**src/rtl/key_event_queue.sv**
```systemverilog
// Key event queue: scans the debounced key vector one key per cycle,
// turns each press/release it finds into an event and buffers the events
// in a small FIFO for the host-interface logic.
//
// Event handshake: evt_valid_o is high whenever at least one event is queued,
// and evt_key_o/evt_press_o then describe the oldest event. The event is
// consumed on a rising clk_i edge where evt_valid_o && evt_ready_i. While
// evt_valid_o is high and evt_ready_i is low, the head event is held
// unchanged. evt_valid_o never depends combinationally on evt_ready_i.
module key_event_queue #(
    parameter  int KEYS  = 61,
    parameter  int DEPTH = 16,
    localparam int IDX_W = $clog2(KEYS),
    localparam int CNT_W = $clog2(DEPTH + 1)
) (
    input  logic             clk_i,
    input  logic             rst_ni,
    input  logic [KEYS-1:0]  keys_i,
    output logic             evt_valid_o,
    input  logic             evt_ready_i,
    output logic [IDX_W-1:0] evt_key_o,
    output logic             evt_press_o,
    output logic [CNT_W-1:0] evt_count_o,
    output logic             scan_stall_o
);

    localparam int PTR_W = $clog2(DEPTH);
    localparam int EVT_W = IDX_W + 1;
    localparam logic [IDX_W-1:0] LAST_IDX = IDX_W'(KEYS - 1);
    localparam logic [CNT_W-1:0] FULL_CNT = CNT_W'(DEPTH);

    // INIT captures the key vector once so keys held through reset stay silent.
    typedef enum logic {
        ST_INIT = 1'b0,
        ST_SCAN = 1'b1
    } state_e;

    state_e           state_q;
    state_e           state_d;

    logic [KEYS-1:0]  prev_q;
    logic [IDX_W-1:0] idx_q;

    logic [EVT_W-1:0] mem_q [DEPTH];
    logic [PTR_W-1:0] wr_ptr_q;
    logic [PTR_W-1:0] rd_ptr_q;
    logic [CNT_W-1:0] count_q;

    logic             cur_key;
    logic             mismatch;
    logic             fifo_full;
    logic             fifo_empty;
    logic             snap;
    logic             push;
    logic             pop;
    logic             advance;
    logic             stall;
    logic [EVT_W-1:0] head;

    // Key under the scanner and FIFO status, all from current registered state.
    always_comb begin
        cur_key    = keys_i[idx_q];
        mismatch   = (cur_key != prev_q[idx_q]);
        fifo_full  = (count_q == FULL_CNT);
        fifo_empty = (count_q == '0);
        pop        = !fifo_empty && evt_ready_i;
    end

    // Scanner control: snapshot in INIT, then push / skip / stall per key in SCAN.
    always_comb begin
        state_d = state_q;
        snap    = 1'b0;
        push    = 1'b0;
        advance = 1'b0;
        stall   = 1'b0;
        case (state_q)
            ST_INIT: begin
                snap    = 1'b1;
                state_d = ST_SCAN;
            end
            ST_SCAN: begin
                if (!mismatch) begin
                    advance = 1'b1;
                end else if (fifo_full) begin
                    // Full is judged on the current count only; a pop this
                    // cycle does not make room until next cycle.
                    stall = 1'b1;
                end else begin
                    push    = 1'b1;
                    advance = 1'b1;
                end
            end
            default: begin
                state_d = ST_INIT;
            end
        endcase
    end

    // FSM state register.
    always_ff @(posedge clk_i or negedge rst_ni) begin
        if (!rst_ni) begin
            state_q <= ST_INIT;
        end else begin
            state_q <= state_d;
        end
    end

    // Snapshot of the last reported key states and the round-robin scan index.
    always_ff @(posedge clk_i or negedge rst_ni) begin
        if (!rst_ni) begin
            prev_q <= '0;
            idx_q  <= '0;
        end else begin
            if (snap) begin
                prev_q <= keys_i;
            end else if (push) begin
                prev_q[idx_q] <= cur_key;
            end
            if (advance) begin
                idx_q <= (idx_q == LAST_IDX) ? '0 : idx_q + 1'b1;
            end
        end
    end

    // Event storage; contents are only observed through valid entries.
    always_ff @(posedge clk_i) begin
        if (push) begin
            mem_q[wr_ptr_q] <= {idx_q, cur_key};
        end
    end

    // FIFO pointers (wrap naturally) and exact occupancy count.
    always_ff @(posedge clk_i or negedge rst_ni) begin
        if (!rst_ni) begin
            wr_ptr_q <= '0;
            rd_ptr_q <= '0;
            count_q  <= '0;
        end else begin
            if (push) begin
                wr_ptr_q <= wr_ptr_q + 1'b1;
            end
            if (pop) begin
                rd_ptr_q <= rd_ptr_q + 1'b1;
            end
            case ({push, pop})
                2'b10:   count_q <= count_q + 1'b1;
                2'b01:   count_q <= count_q - 1'b1;
                default: count_q <= count_q;
            endcase
        end
    end

    // Head event outputs, forced to zero while the queue is empty.
    always_comb begin
        head         = mem_q[rd_ptr_q];
        evt_valid_o  = !fifo_empty;
        evt_key_o    = fifo_empty ? '0 : head[EVT_W-1:1];
        evt_press_o  = !fifo_empty && head[0];
        evt_count_o  = count_q;
        scan_stall_o = stall;
    end

endmodule

```
**config.mk**
```make
export PLATFORM = sky130hd
export DESIGN_NAME = key_event_queue
export DESIGN_NICKNAME = d
export VERILOG_FILES = /design/src/rtl/key_event_queue.sv
export SDC_FILE = /design/constraint.sdc
export NUM_CORES = 1
export LEC_CHECK = 0
export CORE_MARGIN = 1.5
export CORE_UTILIZATION = 53
export DETAILED_ROUTE_END_ITERATION = 8
export HOLD_SLACK_MARGIN = 0.1
export PLACE_DENSITY_LB_ADDON = 0.2
export SYNTH_ARGS = -nofsm -noshare
export SYNTH_HDL_FRONTEND = slang
export SYNTH_SLANG_ARGS = --single-unit
```
**constraint.sdc**
```tcl
create_clock -name clk_i -period 5.2 [get_ports clk_i]
set_input_delay 1.04 -clock clk_i [delete_from_list [all_inputs] [get_ports clk_i]]
set_output_delay 1.04 -clock clk_i [all_outputs]
set_load 0.02 [all_outputs]
```
### After elaboration in Yosys (flattened, before gate mapping)

Memory sizes are Yosys's and may differ from the RTL's.
Cells that the tools add are included.
W data, S select, Z words.

| cells by class | value |
|---|---|
| reduce and logical (&&, ||, !) cells | 6 |
| muxes and demuxes | 22 |
| shifts and indexed selects | 0 |
| add/subtract/negate cells | 5 |
| bitwise operators | 0 |
| multipliers | 0 |
| $lt $le $gt $ge | 2 |
| div/mod/pow operators | 0 |
| equality and inequality tests | 6 |

Operators with widths:

| operator | count |
|---|---|
| $mux W61 | 2 |
| $bwmux W61 | 1 |
| $mux W1 | 13 |
| $bmux W1 S6 | 2 |
| $mux W6 | 2 |
| $pmux W5 S2 | 1 |
| $add A4 B1 Y4 const B | 2 |
| $lt A6 B7 Y1 const B | 1 |
| $add A6 B1 Y6 const B | 1 |
| $demux W1 S6 | 1 |
| $eq A6 B6 Y1 const B | 1 |
| $ge A6 B1 Y1 const B | 1 |
| $add A5 B1 Y5 const B | 1 |
| $eq A5 B5 Y1 const B | 1 |
| $logic_not A5 Y1 | 1 |
| $sub A5 B1 Y5 const B | 1 |
| $logic_and A1 B1 Y1 | 3 |
| $eq A2 B1 Y1 const B | 1 |
| $eq A2 B2 Y1 const B | 1 |
| $ne A2 B1 Y1 const B | 1 |
| $reduce_bool A2 Y1 | 1 |
| $logic_not A1 Y1 | 1 |
| $ne A1 B1 Y1 | 1 |

| storage, ports and cells | value |
|---|---|
| register bits | 81 |
| RAM bits | 112 |
| output and inout port bits | 14 |
| bits in read-only memories | 0 |
| latch bits | 0 |
| memories | 1 |

Memories:

| memory | words | bits a word | read ports | clocked after Yosys merged registers in | write ports | RTL line | text |
|---|---|---|---|---|---|---|---|
| mem_q | 16 | 7 | 1 | 0 | 1 | 44 | `logic [EVT_W-1:0] mem_q [DEPTH];` |

### Depth between registers and ports, before layout

Gate-level depths: netlist of the first run.

| depth | value |
|---|---|
| depth in word-level cells | 7 |
| depth in mapped cells | 22 |
| depth with buffers taken out | 17 |

### Least setup slack after synthesis of the first run

OpenSTA, ideal clock, no wires.

| timing | value |
|---|---|
| kind | input -> register |
| start point | input keys_i[38] |
| end point | register count_q[4], in the netlist evt_count_o[4] |
| path buffers | 2 |
| slack | 882 ps |
| stages on the path | 19 |
| required time | 5067 ps |
| arrival | 4184 ps |
| cell sequence | and3_1 > a311oi_1 > o22ai_1 > a22o_1 > nor4_4 > xor2_2 > and3_1 > buf_2 > inv_1 > ha_1 > clkbuf_1 > xor2_1 > ha_1 > o21ai_0 > a21oi_1 > a21oi_1 > xor2_1 > nor2_1 > xor2_1 |

| between the ends | value |
|---|---|
| longest elaborated chain between the ends | 7 |

Ends and longest elaborated chain:

| element | RTL line | text |
|---|---|---|
| start, declared | 18 | `input logic [KEYS-1:0] keys_i,` |
| $bmux W1 S6 (*) | 62 | `cur_key = keys_i[idx_q];` |
| $mux W1 (implied by the code) (*) | 62 |  |
| $ne A1 B1 Y1 (*) | 63 | `mismatch = (cur_key != prev_q[idx_q]);` |
| $mux W1 (*) | 82 | `if (!mismatch) begin` |
| $mux W1 (*) | 76 | `case (state_q)` |
| $eq A2 B1 Y1 / $eq A2 B2 Y1 (equally long branches) | 145 | `case ({push, pop})` |
| $pmux W5 S2 / $reduce_bool A2 Y1 (equally long branches) | - |  |
| end signal, assigned | 146 | `2'b10: count_q <= count_q + 1'b1;` |
| end signal, assigned | 147 | `2'b01: count_q <= count_q - 1'b1;` |
| end signal, assigned | 148 | `default: count_q <= count_q;` |
| end, declared | 47 | `logic [CNT_W-1:0] count_q;` |

Every way passes the cells marked *; elsewhere a longest branch is shown, timed or not. The select of a mux whose other input is x is not followed.
A chain may end at the register's enable or synchronous reset.

### Final worst setup path of the first run

| timing | value |
|---|---|
| start point | register idx_q[0] |
| end point | output scan_stall_o |

| between the ends | value |
|---|---|
| longest elaborated chain between the ends | 5 |

Ends and longest elaborated chain:

| element | RTL line | text |
|---|---|---|
| start, declared | 42 | `logic [IDX_W-1:0] idx_q;` |
| start signal, assigned | 120 | `idx_q <= (idx_q == LAST_IDX) ? '0 : idx_q + 1'b1;` |
| $bmux W1 S6 (on tied branches) | 62, 63 |  |
| $mux W1 (on tied branches) | 62, 63 |  |
| $ne A1 B1 Y1 (*) | 63 |  |
| $mux W1 (*) | 82 |  |
| $mux W1 (*) | 76 |  |
| end, declared | 24 | `output logic scan_stall_o` |

Marked as above.

==> results.cfg, run 1 <==
[cts]
cts_setup_buffers = 0
htree_num_levels = 4
clock_path_buffers = 2
numCtsBuffers = 17
clk_pin_slew_worst_paths_ps = 80
clock_latency_ps = 450
cts_tree = yes
clock_sink_count = 193
cts-root-buf = clkbuf_16

[routing]
dr.pass1.iters = 6
ant_nets = 0
vias_per_cell = 6.683
drt_iter0_markers = 759
wl_per_cell_um = 23.63
routed-via-count = 7498
totalWireLength_um = 26510
drc = 0

[worst_hold_path]
hold-path-endpoint = prev_q[58]$_DFFE_PN0P_
min_from = prev_q[58]$_DFFE_PN0P_
holdCritPathClass = reg2reg
holdPathStages = 1

[yosys]
yosysWarnings = 0
synthTopCellsByCount = 112 x edfxtp_1, 81 x dfrtp_1, 79 x nand2_1, 66 x nor2b_1, 56 x a31oi_1
yosys_register_bits = 193
syn_area_um2 = 10150
syn_area_per_cell_um2 = 12.23
synth_nets = 905
synth_area_leaders = edfxtp_1 33%, dfrtp_1 20%, mux4_2 8.2%
synth.most_common_cell = edfxtp_1
synth_cell_types = 57
synth_cells = 830
synth_edf_count = 112
yosys.area.top_type = edfxtp_1
ys_async_sr_fraction = 0.4197
synth_top_area_frac = 0.3313
ys_seq_area_frac = 0.5309
synth_ff_type = edfxtp_1

[timing]
final.min_clock_period_ps = 4996
slew_violations = 0
slew_headroom = 0.3714
timing.fmax_ghz = 0.2001
setup_tns_ps = 0
rsz0062_at_grt = no
tightest_slew_ps = 942.8
report.final.hold_viol_count = 0
fin_crit_sh = 0.9609
setup_viol = 0
clock_skew_ps = 14.62

[final_layout]
multi_input_area_um2 = 4357
design_area_um2 = 11780
layout.nets = 950
synthToLayoutAreaGrowth_pct = 15.98
drive_above_1_share = 0.1464
seq_area_um2 = 5404
num_antenna_cells = 0
fillCellCount = 1402

[power]
power_frac_comb = 0.508
switching_share = 0.4501
seqPwrFrac = 0.313
clkPwrFrac = 0.179
totalPowerFinal_mw = 7.596
p_int_mw = 4.177
p_leak_nw = 4.360
switchingPower_mw = 3.419
power.density_nw_per_um2 = 645.1
peakVddDrop_mv = 0.7160

[floorplan]
core_area_um2 = 18770
boundaryPins = 78
fp-row-count = 50
start_util = 0.5409
die_y_um = 141.4
die-area_um2 = 19990
die_w_um = 141.4

[global_routing]
antenna_found_initial = 0
gr-total-overflow = 0
grt_first_pass_wirelength_um = 41450
grt_pass1_vias = 7476
grt_max_degree = 62
track_usage = 0.2742

[placed_design]
numPortBuffers = 77
gp_congestion = 0.8647
dp_hpwl_um = 17420
dpl_cell_area_um2 = 11140

[worst_setup_path]
endpoint_kind = primary output
start_kind = register
rr_endpoint = evt_count_o[4]$_DFFE_PN0P_
reg2reg_slack_ps = 660
timing_worst_setup_path_type = reg2out
crit_fanout = 32
r2r-start = idx_q[0]$_DFFE_PN0P_
worstPathArrival_ps = 3960
required_ps = 4160
r2r_cells = 17

[status]
status = complete, no violations

[flow_run]
drv_cap = 0
-- registers in the layout, summed over array words and instances, names as in the netlist --
name         flops
prev_q          61
rd_ptr_q         4
evt_count_o      5
state_q          1
wr_ptr_q         4
mem_q          112
idx_q            6
-- worst max-delay path, stage by stage (launching register included) --
cell,delay [ps]
dfrtp_4,670
mux2_2,390
mux4_2,450
o21ai_0,290
o211ai_1,260
nor4_4,330
xor2_4,250
and3_1,230
clkdlybuf4s50_1,630
-- cells in the final DEF, fill, tap and decap left out, types with 11 or more instances in the layout --
cell type / synthesis / layout
o21ai_0: 18 / 18
dfrtp_1: 81 / 76
a31oi_1: 56 / 56
buf_4: 3 / 35
nand2_1: 79 / 79
a21oi_1: 13 / 13
ha_1: 11 / 11
clkdlybuf4s50_1: 0 / 76
edfxtp_1: 112 / 112
inv_1: 13 / 13
clkbuf_16: 0 / 18
a221o_1: 15 / 15
a221oi_1: 13 / 13
mux4_2: 37 / 37
nor2_1: 14 / 14
nor2b_1: 66 / 65
a311o_1: 48 / 48
mux2i_1: 25 / 25
and3_1: 23 / 23
-- power groups by stage --
| stage | clock network, mW | registers (mW) | logic (mW) |
|---|---|---|---|
| 2_1_floorplan | 0 | 2.26 | 2.79 |
| 3_3_place_gp | 0 | 2.38 | 3.68 |
| 3_5_place_dp | 0 | 2.40 | 3.79 |
| 4_1_cts | 1.37 | 2.37 | 3.80 |
| 5_1_grt | 1.44 | 2.42 | 4.10 |
| 6_report | 1.36 | 2.38 | 3.86 |
-- stage by stage --
stage,hold slack [ps],setup WS [ps],utilization,instances
floorplan,499.9,882.3,-,830
global placement,521.6,262.0,0.5937,1090
detailed placement,526.7,249.5,0.5937,1090
CTS,548.8,139.6,0.6270,1122
global route,583.3,60.32,0.6274,1122
finish,546.7,203.5,0.6274,1122
-- layout make-up --
type,instances,area share
tap,234,0.02486
inverter,14,0.004463
sequential,193,0.4589
clock inverter,14,0.01488
multi-input combinational,537,0.3700
timing repair buffer,112,0.08862
clock buffer,18,0.03825
-- kinds of logic after synthesis --
| family | synth area share |
|---|---|
| multiplexers | 0.1189 |
| XOR/XNOR | 0.01282 |
| adder cells (fa/ha/maj) | 0.01356 |
| AND/OR/NAND/NOR | 0.1216 |
| other | 0.0003694 |
| AO/OA/AOI/OAI | 0.1595 |
| flip-flops | 0.5309 |
| buffers and inverters | 0.04227 |
-- layer usage --
layer	vias to the layer above	global-route usage	routed length, um
met1	3792	0.3912	11430
met4	0	0.08899	423
met2	351	0.4291	12740
met3	34	0.05130	1925
met5	-	0	0
li1	3321	-	-
-- how the worst max path moves through the flow --
stage                         startpoint                         end  slack, ps  cells past startpoint
global placement              keys_i[38]                scan_stall_o        260                      9
detailed placement            keys_i[38]  evt_count_o[4]$_DFFE_PN0P_        250                     18
global route                  keys_i[38]                scan_stall_o         60                      9
floorplan                     keys_i[38]  evt_count_o[4]$_DFFE_PN0P_        880                     19
finish              idx_q[0]$_DFFE_PN0P_                scan_stall_o        200                      8
CTS                 idx_q[0]$_DFFE_PN0P_                scan_stall_o        140                      8
-- repair_timing --
| action | 4_1_cts | 5_1_grt |
|---|---|---|
| gates resized for setup | 0 | 3 |
| hold endpoints to repair | 0 | 0 |
| hold buffers | 0 | 0 |
| setup endpoints to repair | 0 | 1 |
Power figures use the tool's default switching activity.
==> run 2, diff against run 1 <==
--- a/config.mk
+++ b/config.mk
@@ -6,7 +6,7 @@
 export NUM_CORES = 1
 export LEC_CHECK = 0
 export CORE_MARGIN = 1.5
-export CORE_UTILIZATION = 53
+export CORE_UTILIZATION = 54
 export DETAILED_ROUTE_END_ITERATION = 8
 export HOLD_SLACK_MARGIN = 0.1
 export PLACE_DENSITY_LB_ADDON = 0.2
==> run 2 against run 1 <==
Compared with the run above: the flow now finishes with violations (capacitance limit); global-route usage is 0.74 points higher; clock-buffer cell count increased by 1; clock power about the same; utilization grew 1.6 points; sequential share of layout area is 0.19 points higher; clock skew down 4.7 ps; setup slack worse by 78 ps; sequential power about the same; critical endpoint unchanged; largest cell class unchanged; highest routed layer is now met5.
==> results.cfg, run 2 (same netlist as run 1, synthesis figures left out) <==
[power]
power.density_nw_per_um2 = 646.8
p_leak_nw = 4.344
peakVddDrop_mv = 0.8114

[cts]
htree_num_levels = 4
clock_latency_ps = 450
clk_pin_slew_worst_paths_ps = 70
clock_sink_count = 193
cts-root-buf = clkbuf_16
clock_path_buffers = 2
numCtsBuffers = 17
cts_tree = yes
cts_setup_buffers = 0

[timing]
setup_slack_ps = 125.7
clock_skew_ps = 9.882
final.min_clock_period_ps = 5074
timing.fmax_ghz = 0.1971
rsz0062_at_grt = no
tightest_slew_ps = 1466
fin_crit_sh = 0.9758
report.final.hold_viol_count = 0
slew_violations = 0
slew_headroom = 0.01523
setup_viol = 0
setup_tns_ps = 0

[worst_setup_path]
timing_worst_setup_path_type = reg2out
r2r-start = idx_q[0]$_DFFE_PN0P_
required_ps = 4160
endpoint_kind = primary output
worstPathArrival_ps = 4030
crit_fanout = 20
reg2reg_slack_ps = 600
startpoint = idx_q[2]$_DFFE_PN0P_
endpoint = scan_stall_o
start_kind = register
r2r_cells = 17
rr_endpoint = evt_count_o[4]$_DFFE_PN0P_

[final_layout]
num_antenna_cells = 0
fillCellCount = 1336
top_register = mem_q
drive_above_1_share = 0.1409
final_cell_mix = 112 x edfxtp_1, 79 x nand2_1, 76 x dfrtp_1, 76 x clkdlybuf4s50_1, 66 x nor2b_1
largest_reg_flops = 112
fin_cells = 1116
multi_input_area_um2 = 4344
synthToLayoutAreaGrowth_pct = 15.44
layout.nets = 949
reg.largest.list = mem_q (112), prev_q (61), idx_q (6)
design_area_um2 = 11720
seq_area_um2 = 5401
final_common_cell = edfxtp_1

[global_routing]
grt_pass1_vias = 7340
gr-total-overflow = 0
track_usage = 0.2816
grt_first_pass_wirelength_um = 41590
grt_max_degree = 65
antenna_found_initial = 1

[floorplan]
die-area_um2 = 19630
boundaryPins = 78
die_y_um = 140.1
start_util = 0.5575
core_area_um2 = 18210
die_w_um = 140.1
fp-row-count = 49

[routing]
ant_nets = 0
totalWireLength_um = 26730
vias_per_cell = 6.861
routed-via-count = 7657
wl_per_cell_um = 23.95
drc = 0
dr.pass1.iters = 6
drt_iter0_markers = 1035

[placed_design]
dp_cells = 1084
gp_congestion = 0.8557
dpl_cell_area_um2 = 11110
dp_hpwl_um = 17220
place_ws_ps = 304.6
numPortBuffers = 77

[worst_hold_path]
holdCritPathClass = in2async

[status]
status = complete, but fails checks
violations = capacitance limit

[flow_run]
drv_cap = 1
==> run 2: stage by stage <==
step	hold WS (ps)	utilization	total power, mW
floorplan	499.9	-	5.046
global placement	521.4	0.6099	6.024
detailed placement	533.3	0.6099	6.159
CTS	549.3	0.6435	7.515
global route	577.9	0.6436	7.933
finish	544.4	0.6436	7.581
==> run 2: timing repair <==
action / CTS / global route
hold buffers: 0 / 0
resized for setup: 0 / 1
hold endpoints to repair: 0 / 0
setup endpoints to repair: 0 / 1
==> run 2: critical path, stage by stage (launching register included) <==
cell,delay (ps)
dfrtp_2,640
nand2b_1,540
o22ai_1,170
o21ai_0,320
o211ai_1,270
nor4_4,550
xor2_4,220
and3_1,220
clkdlybuf4s50_1,630
==> run 2: worst min-delay path by stage <==
stage                                    endpoint  slack (ps)
final                     rd_ptr_q[1]$_DFFE_PN0P_         540
after global routing      rd_ptr_q[2]$_DFFE_PN0P_         580
after CTS                 rd_ptr_q[1]$_DFFE_PN0P_         550
after detailed placement   prev_q[60]$_DFFE_PN0P_         530
after global placement     prev_q[56]$_DFFE_PN0P_         520
after floorplan            prev_q[59]$_DFFE_PN0P_         500
==> run 2: cell type report <==
cell class	instances	share of cell area
Clock inverter	13	0.01345
Sequential cell	193	0.4609
Clock buffer	19	0.03875
Timing Repair Buffer	111	0.08733
Tap cell	229	0.02445
Multi-Input combinational cell	537	0.3707
Inverter	14	0.004484
==> run 2: routing by layer <==
| metal | GRT usage | vias up | wire length, um |
|---|---|---|---|
| met1 | 0.4127 | 3816 | 11100 |
| li1 | - | 3326 | - |
| met3 | 0.05812 | 54 | 2572 |
| met4 | 0.08366 | 2 | 511 |
| met5 | 0 | - | 8 |
| met2 | 0.4286 | 459 | 12540 |
==> run 2: power breakdown <==
group / internal, mW / switching [mW] / total, mW
registers: 2.07 / 0.335 / 2.40
logic: 1.40 / 2.42 / 3.83
clock network: 0.716 / 0.635 / 1.35
total: 4.19 / 3.39 / 7.58
==> run 3, diff against run 2 <==
--- a/config.mk
+++ b/config.mk
@@ -10,6 +10,7 @@
 export DETAILED_ROUTE_END_ITERATION = 8
 export HOLD_SLACK_MARGIN = 0.1
 export PLACE_DENSITY_LB_ADDON = 0.2
+export SLEW_MARGIN = 40
 export SYNTH_ARGS = -nofsm -noshare
 export SYNTH_HDL_FRONTEND = slang
 export SYNTH_SLANG_ARGS = --single-unit
==> run 3 against run 2 <==
Compared with the run above: the run now ends clean; first-iteration DRC count decreased by 10%; setup slack got worse by 38 ps; maximum frequency decreased by 0.74%; die area unchanged; worst hold slack improved by 7.4 ps; wire length decreased by 0.87%; clock skew about the same; sequential share of layout area increased by 0.20 points; critical endpoint unchanged; largest cell class unchanged; highest routed layer is now met4.
==> results.cfg, run 3 (same netlist as run 1, synthesis figures left out) <==
[final_layout]
largest_reg_flops = 112
final_cell_mix = 112 x edfxtp_1, 79 x nand2_1, 76 x clkdlybuf4s50_1
synthToLayoutAreaGrowth_pct = 14.97
top_register = mem_q
fillCellCount = 1336
drive_above_1_share = 0.1421
final_common_cell = edfxtp_1
layout.nets = 949
num_antenna_cells = 0
fin_cells = 1116
reg.largest.list = mem_q (112), prev_q (61), idx_q (6)

[worst_setup_path]
required_ps = 4160
slowest_stage = dfrtp_2
cp_slowest_stage_delay_ps = 730
crit_chain = mux2_2 -> mux4_2 -> o21ai_0 -> o211ai_1 -> nor4_4 -> xor2_4 -> and3_1 -> clkdlybuf4s50_1
start_kind = register
timing_worst_setup_path_type = reg2out
worstPathArrival_ps = 4070
endpoint_kind = primary output
crit_fanout = 27

[timing]
setup_tns_ps = 0
timing.fmax_ghz = 0.1956
clock_skew_ps = 9.398
tightest_slew_ps = 897.0
final.min_clock_period_ps = 5112
rsz0062_at_grt = no
fin_crit_sh = 0.9831
slew_violations = 0
report.final.hold_viol_count = 0
setup_viol = 0
slew_headroom = 0.4020

[cts]
clock_sink_count = 193
cts_tree = yes
htree_num_levels = 4
clock_path_buffers = 2
clock_latency_ps = 450
holdBufCountCts = 0
numCtsBuffers = 17
clk_pin_slew_worst_paths_ps = 70
cts-root-buf = clkbuf_16

[floorplan]
die_w_um = 140.1
start_util = 0.5575
boundaryPins = 78
fp-row-count = 49
die_y_um = 140.1
die-area_um2 = 19630
core_area_um2 = 18210

[routing]
ant_nets = 0
dr.pass1.iters = 5
drc = 0
wl_per_cell_um = 23.75
drt_iter0_markers = 929
totalWireLength_um = 26500
vias_per_cell = 6.804
routed-via-count = 7593

[power]
p_leak_nw = 4.309
seqPwrFrac = 0.322
peakVddDrop_mv = 0.4878
power.density_nw_per_um2 = 639.2
totalPowerFinal_mw = 7.461
clkPwrFrac = 0.166
switchingPower_mw = 3.316
power_frac_comb = 0.512
p_int_mw = 4.145
switching_share = 0.4444

[global_routing]
grt_first_pass_wirelength_um = 41700
grt_pass1_vias = 7402
antenna_found_initial = 0
gr-total-overflow = 0
track_usage = 0.2812
grt_max_degree = 65

[placed_design]
gp_congestion = 0.8557
dp_cells = 1084
numPortBuffers = 77
dp_hpwl_um = 17260

[status]
status = complete, no violations

[worst_hold_path]
holdCritPathClass = in2async

[flow_run]
drv_cap = 0
==> run 3: cell count changes in the layout (fill, tap and decap cells not counted), moves of 2 or more <==
| cell | change |
|---|---|
| clkbuf_1 | +4 |
| inv_8 | -3 |
| clkinv_8 | -2 |
| nor2b_1 | -2 |
| nor2b_2 | +2 |
| nor3_1 | -2 |
| nor3_2 | +2 |
==> run 3: metal layers <==
metal / vias to the layer above / wire (um) / global-route usage
met3: 39 / 2744 / 0.06530
met1: 3796 / 10870 / 0.4044
met2: 436 / 12460 / 0.4297
li1: 3322 / - / -
met4: 0 / 435 / 0.08587
met5: - / 0 / 0
==> run 3: final cells by class <==
type                    count  area, um2  share of cell area
clock buffers              22      444.2             0.03805
well taps                 229      286.5             0.02455
multi-input cells         537       4362              0.3737
flip-flops and latches    193       5403              0.4629
clock inverters            10      101.3            0.008683
inverters                  14      52.55            0.004502
repair buffers            111       1023             0.08768
==> run 3: worst max-delay path, delay by kind of cell (launching register included) <==
family	cells	cell delay, ps
xor gates and xnor gates	1	210
AOI/OAI and AO/OA	2	620
and+or+nand+nor	2	580
muxes	2	860
DFF	1	730
buffers and inverters	1	630
==> run 3: what timing repair did <==
action | 4_1_cts | 5_1_grt
gates resized for setup | 0 | 2
endpoints found under the setup margin | 0 | 1
endpoints found under the hold margin | 0 | 0
buffers inserted | 0 | 0
==> run 3: through the flow <==
stage | util | hold WS [ps] | setup slack, ps | instance area [um2]
finish | 0.6410 | 551.8 | 88.00 | 11670
global route | 0.6410 | 583.6 | 18.97 | 11670
CTS | 0.6404 | 548.1 | 117.6 | 11660
detailed placement | 0.6105 | 533.3 | 297.4 | 11120
global placement | 0.6099 | 521.4 | 302.3 | 11110
floorplan | - | 499.9 | 882.3 | 10150
==> run 3: worst paths after layout <==
path / start / to / slack, ps / cells past startpoint
worst max register to register: idx_q[0]$_DFFE_PN0P_ / evt_count_o[4]$_DFFE_PN0P_ / 570 / 17
worst min-delay path: rst_ni / rd_ptr_q[0]$_DFFE_PN0P_ / 550 / 1
worst min register to register: prev_q[60]$_DFFE_PN0P_ / prev_q[60]$_DFFE_PN0P_ / 560 / 1
min in group clk_i: prev_q[60]$_DFFE_PN0P_ / prev_q[60]$_DFFE_PN0P_ / 560 / 1
worst max-delay path: idx_q[0]$_DFFE_PN0P_ / scan_stall_o / 90 / 8
max in group asynchronous: rst_ni / idx_q[1]$_DFFE_PN0P_ / 3590 / 2
==> run 3: power groups by stage <==
| stage | Combinational [mW] | Sequential (mW) | Clock [mW] |
|---|---|---|---|
| 4_1_cts | 3.75 | 2.40 | 1.25 |
| 6_report | 3.82 | 2.40 | 1.24 |
| 3_5_place_dp | 3.73 | 2.42 | 0 |
| 2_1_floorplan | 2.79 | 2.26 | 0 |
| 5_1_grt | 4.08 | 2.45 | 1.31 |
| 3_3_place_gp | 3.62 | 2.40 | 0 |
